File: config.mk
export PLATFORM = sky130hd
export DESIGN_NAME = arc4_encrypt
export DESIGN_NICKNAME = d
export VERILOG_FILES = /design/src/rtl/arc4_encrypt.sv
export SDC_FILE = /design/constraint.sdc
export NUM_CORES = 1
export LEC_CHECK = 0
export CAP_MARGIN = 10
export CORE_MARGIN = 4
export CORE_UTILIZATION = 50
export CTS_CLUSTER_SIZE = 40
export DETAILED_ROUTE_END_ITERATION = 8
export MAX_ROUTING_LAYER = met4
export PLACE_DENSITY = 0.74
export SLEW_MARGIN = 20
export SYNTH_ARGS = -nofsm -noshare
export SYNTH_HDL_FRONTEND = slang
export SYNTH_SLANG_ARGS = --single-unit
export TNS_END_PERCENT = 1
File: constraint.sdc
create_clock -name clk -period 2.2 [get_ports clk]
set_clock_uncertainty 0.2 [all_clocks]
set_input_delay 0.44 -clock clk [delete_from_list [all_inputs] [get_ports clk]]
set_output_delay 0.44 -clock clk [all_outputs]
set_load 0.05 [all_outputs]
File: src/rtl/arc4_encrypt.sv
`default_nettype none
// ----------------------------------------------------------------------------
// arc4_encrypt : ARC4 encryptor, length-prefixed pt[] -> ct[] using shared S.
// Rev 1.0      : optional ARC4_ENC_ZEROFILL_EN zero-fills ct[len+1..255].
// ----------------------------------------------------------------------------
module arc4_encrypt #(
  parameter int MAX_LEN = 255
) (
  input  logic       clk,
  input  logic       rst_n,
  input  logic       en,
  output logic       rdy,
  output logic [7:0] s_addr,
  input  logic [7:0] s_rddata,
  output logic [7:0] s_wrdata,
  output logic       s_wren,
  output logic [7:0] pt_addr,
  input  logic [7:0] pt_rddata,
  output logic [7:0] ct_addr,
  output logic [7:0] ct_wrdata,
  output logic       ct_wren
);

  localparam logic [7:0] MAX_LEN_B = 8'(MAX_LEN);

  typedef enum logic [3:0] {
    IDLE  = 4'd0,
    RDLEN = 4'd1,
    WTLEN = 4'd2,
    WRLEN = 4'd3,
    RDI   = 4'd4,
    WTI   = 4'd5,
    RDJ   = 4'd6,
    WTJ   = 4'd7,
    WRI   = 4'd8,
    WRJ   = 4'd9,
    RDPAD = 4'd10,
    WTPAD = 4'd11,
    WRCT  = 4'd12,
    FILL  = 4'd13
  } state_t;

  state_t     state_q;
  logic [7:0] i_q, j_q, k_q, len_q, si_q, sj_q;
  logic       rdy_q, s_wren_q, ct_wren_q;
  logic [7:0] s_addr_q, s_wrdata_q, pt_addr_q, ct_addr_q, ct_wrdata_q;

  logic [7:0] len_d, i_d, j_d, pad_addr_d;

  always_comb begin
    len_d      = (pt_rddata > MAX_LEN_B) ? MAX_LEN_B : pt_rddata;
    i_d        = i_q + 8'd1;
    j_d        = j_q + s_rddata;
    pad_addr_d = si_q + sj_q;
  end

  // Every output is registered: each transition loads what the next state drives.
  always_ff @(posedge clk or negedge rst_n) begin
    if (!rst_n) begin
      state_q     <= IDLE;
      rdy_q       <= 1'b1;
      i_q         <= 8'd0;
      j_q         <= 8'd0;
      k_q         <= 8'd0;
      len_q       <= 8'd0;
      si_q        <= 8'd0;
      sj_q        <= 8'd0;
      s_addr_q    <= 8'd0;
      s_wrdata_q  <= 8'd0;
      s_wren_q    <= 1'b0;
      pt_addr_q   <= 8'd0;
      ct_addr_q   <= 8'd0;
      ct_wrdata_q <= 8'd0;
      ct_wren_q   <= 1'b0;
    end else begin
      s_wren_q  <= 1'b0;
      ct_wren_q <= 1'b0;
      case (state_q)
        IDLE: begin
          if (en) begin
            state_q   <= RDLEN;
            rdy_q     <= 1'b0;
            pt_addr_q <= 8'd0;
            i_q       <= 8'd0;
            j_q       <= 8'd0;
            k_q       <= 8'd0;
          end
        end
        RDLEN: state_q <= WTLEN;
        WTLEN: begin
          len_q       <= len_d;
          ct_addr_q   <= 8'd0;
          ct_wrdata_q <= len_d;
          ct_wren_q   <= 1'b1;
          state_q     <= WRLEN;
        end
        WRLEN: begin
          if (len_q == 8'd0) begin
`ifdef ARC4_ENC_ZEROFILL_EN
            state_q     <= FILL;
            ct_addr_q   <= 8'd1;
            ct_wrdata_q <= 8'd0;
            ct_wren_q   <= 1'b1;
`else
            state_q <= IDLE;
            rdy_q   <= 1'b1;
`endif
          end else begin
            i_q      <= i_d;
            s_addr_q <= i_d;
            k_q      <= 8'd1;
            state_q  <= RDI;
          end
        end
        RDI: state_q <= WTI;
        WTI: begin
          si_q     <= s_rddata;
          j_q      <= j_d;
          s_addr_q <= j_d;
          state_q  <= RDJ;
        end
        RDJ: state_q <= WTJ;
        WTJ: begin
          sj_q       <= s_rddata;
          s_addr_q   <= i_q;
          s_wrdata_q <= s_rddata;
          s_wren_q   <= 1'b1;
          state_q    <= WRI;
        end
        WRI: begin
          s_addr_q   <= j_q;
          s_wrdata_q <= si_q;
          s_wren_q   <= 1'b1;
          state_q    <= WRJ;
        end
        WRJ: begin
          s_addr_q  <= pad_addr_d;
          pt_addr_q <= k_q;
          state_q   <= RDPAD;
        end
        RDPAD: state_q <= WTPAD;
        WTPAD: begin
          ct_addr_q   <= k_q;
          ct_wrdata_q <= pt_rddata ^ s_rddata;
          ct_wren_q   <= 1'b1;
          state_q     <= WRCT;
        end
        WRCT: begin
          if (k_q == len_q) begin
`ifdef ARC4_ENC_ZEROFILL_EN
            if (len_q == 8'hFF) begin
              state_q <= IDLE;
              rdy_q   <= 1'b1;
            end else begin
              state_q     <= FILL;
              ct_addr_q   <= len_q + 8'd1;
              ct_wrdata_q <= 8'd0;
              ct_wren_q   <= 1'b1;
            end
`else
            state_q <= IDLE;
            rdy_q   <= 1'b1;
`endif
          end else begin
            k_q      <= k_q + 8'd1;
            i_q      <= i_d;
            s_addr_q <= i_d;
            state_q  <= RDI;
          end
        end
`ifdef ARC4_ENC_ZEROFILL_EN
        FILL: begin
          if (ct_addr_q == 8'hFF) begin
            state_q <= IDLE;
            rdy_q   <= 1'b1;
          end else begin
            ct_addr_q <= ct_addr_q + 8'd1;
            ct_wren_q <= 1'b1;
          end
        end
`endif
        default: begin
          state_q <= IDLE;
          rdy_q   <= 1'b1;
        end
      endcase
    end
  end

  assign rdy       = rdy_q;
  assign s_addr    = s_addr_q;
  assign s_wrdata  = s_wrdata_q;
  assign s_wren    = s_wren_q;
  assign pt_addr   = pt_addr_q;
  assign ct_addr   = ct_addr_q;
  assign ct_wrdata = ct_wrdata_q;
  assign ct_wren   = ct_wren_q;

endmodule
`default_nettype wire
==> results.md <==
* Failing checks: setup timing
* Most frequent cells in the layout: buf_4 (98), dfrtp_1 (91), nand2_1 (67)
* Clock Sink Count at 95
* Area Overhead vs Synth at 33.5%
* Status: complete, but fails checks
* Flip-flop and latch count after synthesis at 95
* Wire per inst at 17.5 um
* Antenna violations before repair at 0
* WP data arrival at between 2000 and 2500 ps
* Initial Util at 0.513
* Max_slew headroom at 0.577
* Initial DRT Pass Iterations at 5
* Max Root-Sink Buffers at 2
* HP Class: reg -> reg
* Slew Limit Fails at 0
* Fin Hold WS at 274 ps
* Row count at 36
* Tcrit/Tclk final at 1.06
* Final instance area at between 6000 and 7000 um2
* Largest net degree at the start of global routing at between 40 and 50
* Grt total ovfl at 0
* CP required at 2250 ps
* Post-synthesis adder-cell area fraction at 0.0481
* Fraction of synthesized area in multiplexers at 0.0361
* Ant diodes at 0
* Post-Syn Instances at between 400 and 500
* Total of max-cap violations at 0
* Synth Area in Compound Gates at 0.202
* Remaining antenna violation count after routing at 0
* Total power at 9990 uW
* Sequential area share after synthesis at 0.476
* Placed Instance Area at 6320 um2
* Commonest non-fill, non-tap cell in the layout: buf_4
* Ports at 62
* Avg Cell Area, Syn at 10.1 um2
* Die width at 108 um
* DPL Wire Length at 10200 um
* Total GRT Usage at 0.247
* WS Path Type: reg -> reg
* Peak supply drop at 0.700 mV
* Most used DFF post-synth: dfrtp_1
* Clk_lat worst skew at 380 ps
* CTS tree: built
* Worst-Margin Slew at 632 ps
* Drt drc at 0
* Largest family of logic cells by synthesized area: compound AO/OA/AOI/OAI gates
* CTS root buf: clkbuf_8
* Xor/xnor share of the synthesized area at 0.0438
* CP Capture Type: register
* Yosys warning count at 0
* Ys async rst share at 1.00
* Worst Path Max Fanout at 2
* Reg clk slew, reported paths at 90 ps
* DRT iter0 DRCs at 243
* PwrDens at around 1500 nW/um2
* Global-route wire length before repair at 21800 um
* Port Buffers at 61
* Vias in the first global route at 4264
* Post-Syn Nets at 530
* Simple-gate share of the synthesized area at 0.160
* Routed via count at 4360
* Core ar. at 9730 um2
* Fin worst setup slack at -137 ps
* Die ar. at between 10000 and 15000 um2
* CP startpoint kind: register
* Post-synth EDFFs at 0
* H-tree depth at 3
* Post-synth cell types at 64
* Setup violations, final at 4
* Layout cell share with drive strength beyond 1 at 0.302
* Inserted Clock Buffers at 9
* Die H at 108 um
* Final #Nets at 667
* Final Hold Fails at 0
* Fillcell total at 771
* Final GP Congestion at around 0.87
* Tmin final at around 2300 ps
* Setup total negative slack at -340 ps
* Unrepaired setup endpoints after global routing: true
* Lkg Pwr at 0.00324 uW
* DR vias/cell at 5.68
* FMAX at 428 MHz
* Post-Route WL at 13500 um
* Post-Syn Area at around 5000 um2
[sequential cells by signal, indices dropped and copies added (netlist names)]
| name | cells |
|---|---|
| s_wrdata | 8 |
| ct_wren | 1 |
| k_q | 8 |
| s_addr | 8 |
| sj_q | 8 |
| s_wren | 1 |
| ct_addr | 8 |
| i_q | 8 |
| ct_wrdata | 8 |
| j_q | 8 |
| state_q | 4 |
| pt_addr | 8 |
| si_q | 8 |
| len_q | 8 |
| rdy | 1 |
[synthesized netlist by cell type (all sizes together), types with 2 or more instances]
cell     instances  area, um2
a2111oi          2       42.5
a211o            2       17.5
a211oi           4       40.0
a21o            11       82.6
a21oi           22        114
a221o            2       20.0
a221oi           3       26.3
a22o            20        175
a22oi            8       60.1
a31oi            2       12.5
and2             2       12.5
and3             4       25.0
buf             17        101
clkbuf           4       15.0
dfrtp           94       2350
fa               2       40.0
ha              16        200
inv             14       52.6
mux2            16        180
nand2           68        258
nand3           17       90.1
nand3b           2       15.0
nor2            48        185
nor2b            4       25.0
nor3            11       70.1
nor4             6       50.0
o21a             5       37.5
o21ai           33        180
o21bai           3       22.5
o221a            8       90.1
o22ai            2       12.5
o31ai            3       27.5
or3              2       12.5
xnor2           12        105
xor2            13        114
[power by group]
group | total [uW] | internal [uW] | leakage [uW] | switching, uW
clock network | 1180 | 539 | 0.0000949 | 638
registers | 2970 | 2390 | 0.00121 | 580
logic | 5840 | 2590 | 0.00193 | 3240
[stage by stage]
step | setup WS (ps) | std cells | utilization
2_1_floorplan | -102 | 493 | -
3_3_place_gp | -703 | 748 | 0.649
3_5_place_dp | -767 | 748 | 0.649
4_1_cts | -107 | 767 | 0.675
5_1_grt | -241 | 768 | 0.685
6_report | -137 | 768 | 0.685
[area by class of cell]
class                   instances  area (um2)  share of cell area
repair buffers                147        1250               0.187
clock inverters                 5        63.8             0.00957
inverters                      14        52.6             0.00788
flip-flops and latches         95        2380               0.357
well taps                     133         166              0.0250
multi-input cells             363        2620               0.393
clock buffers                  11         131              0.0197
[kinds of logic (layout without fill, tap and decap cells)]
kind of cell / Yosys count / in the layout
AO/OA/AOI/OAI: 135 / 135
flip-flops: 95 / 95
multiplexers: 16 / 16
AND/OR/NAND/NOR: 169 / 169
XOR/XNOR: 25 / 25
buffers and inverters: 35 / 177
adder cells (fa/ha/maj): 18 / 18
[repair_timing]
action / in CTS / in global routing
setup endpoints to repair: 30 / 55
hold endpoints to repair: 24 / 0
hold buffers: 1 / 0
setup buffers: 2 / 1
resized for setup: 34 / 25
pin swaps: 22 / 10
[per-layer routing]
layer | up-vias | routed length [um] | GRT usage
met5 | - | 0 | -
met4 | 0 | 331 | 0.0875
met3 | 25 | 786 | 0.0484
met2 | 153 | 6230 | 0.370
met1 | 2140 | 6120 | 0.338
li1 | 2042 | - | -
[final timing paths]
kind	depth (start not counted)	to	slack (ps)	from
worst max-delay path	10	s_addr[6]	-140	si_q[0]
worst min-delay path	2	s_wrdata[3]	270	s_wrdata[3]
worst max register to register	10	s_addr[6]	-140	si_q[0]
worst min register to register	2	s_wrdata[3]	270	s_wrdata[3]
max in group asynchronous	3	rdy	850	rst_n
min in group asynchronous	2	ct_wrdata[4]	330	rst_n
[worst max-delay path, cell delays in order, from the launching register on]
cell	delay [ps]
dfrtp_1	380
ha_2	200
inv_2	40
fa_2	360
nor2b_4	130
nor3_2	50
o21bai_1	180
a21oi_2	90
xnor2_1	140
a211o_1	270
a22o_1	180
No activity file was read; power rests on OpenSTA's default activity.
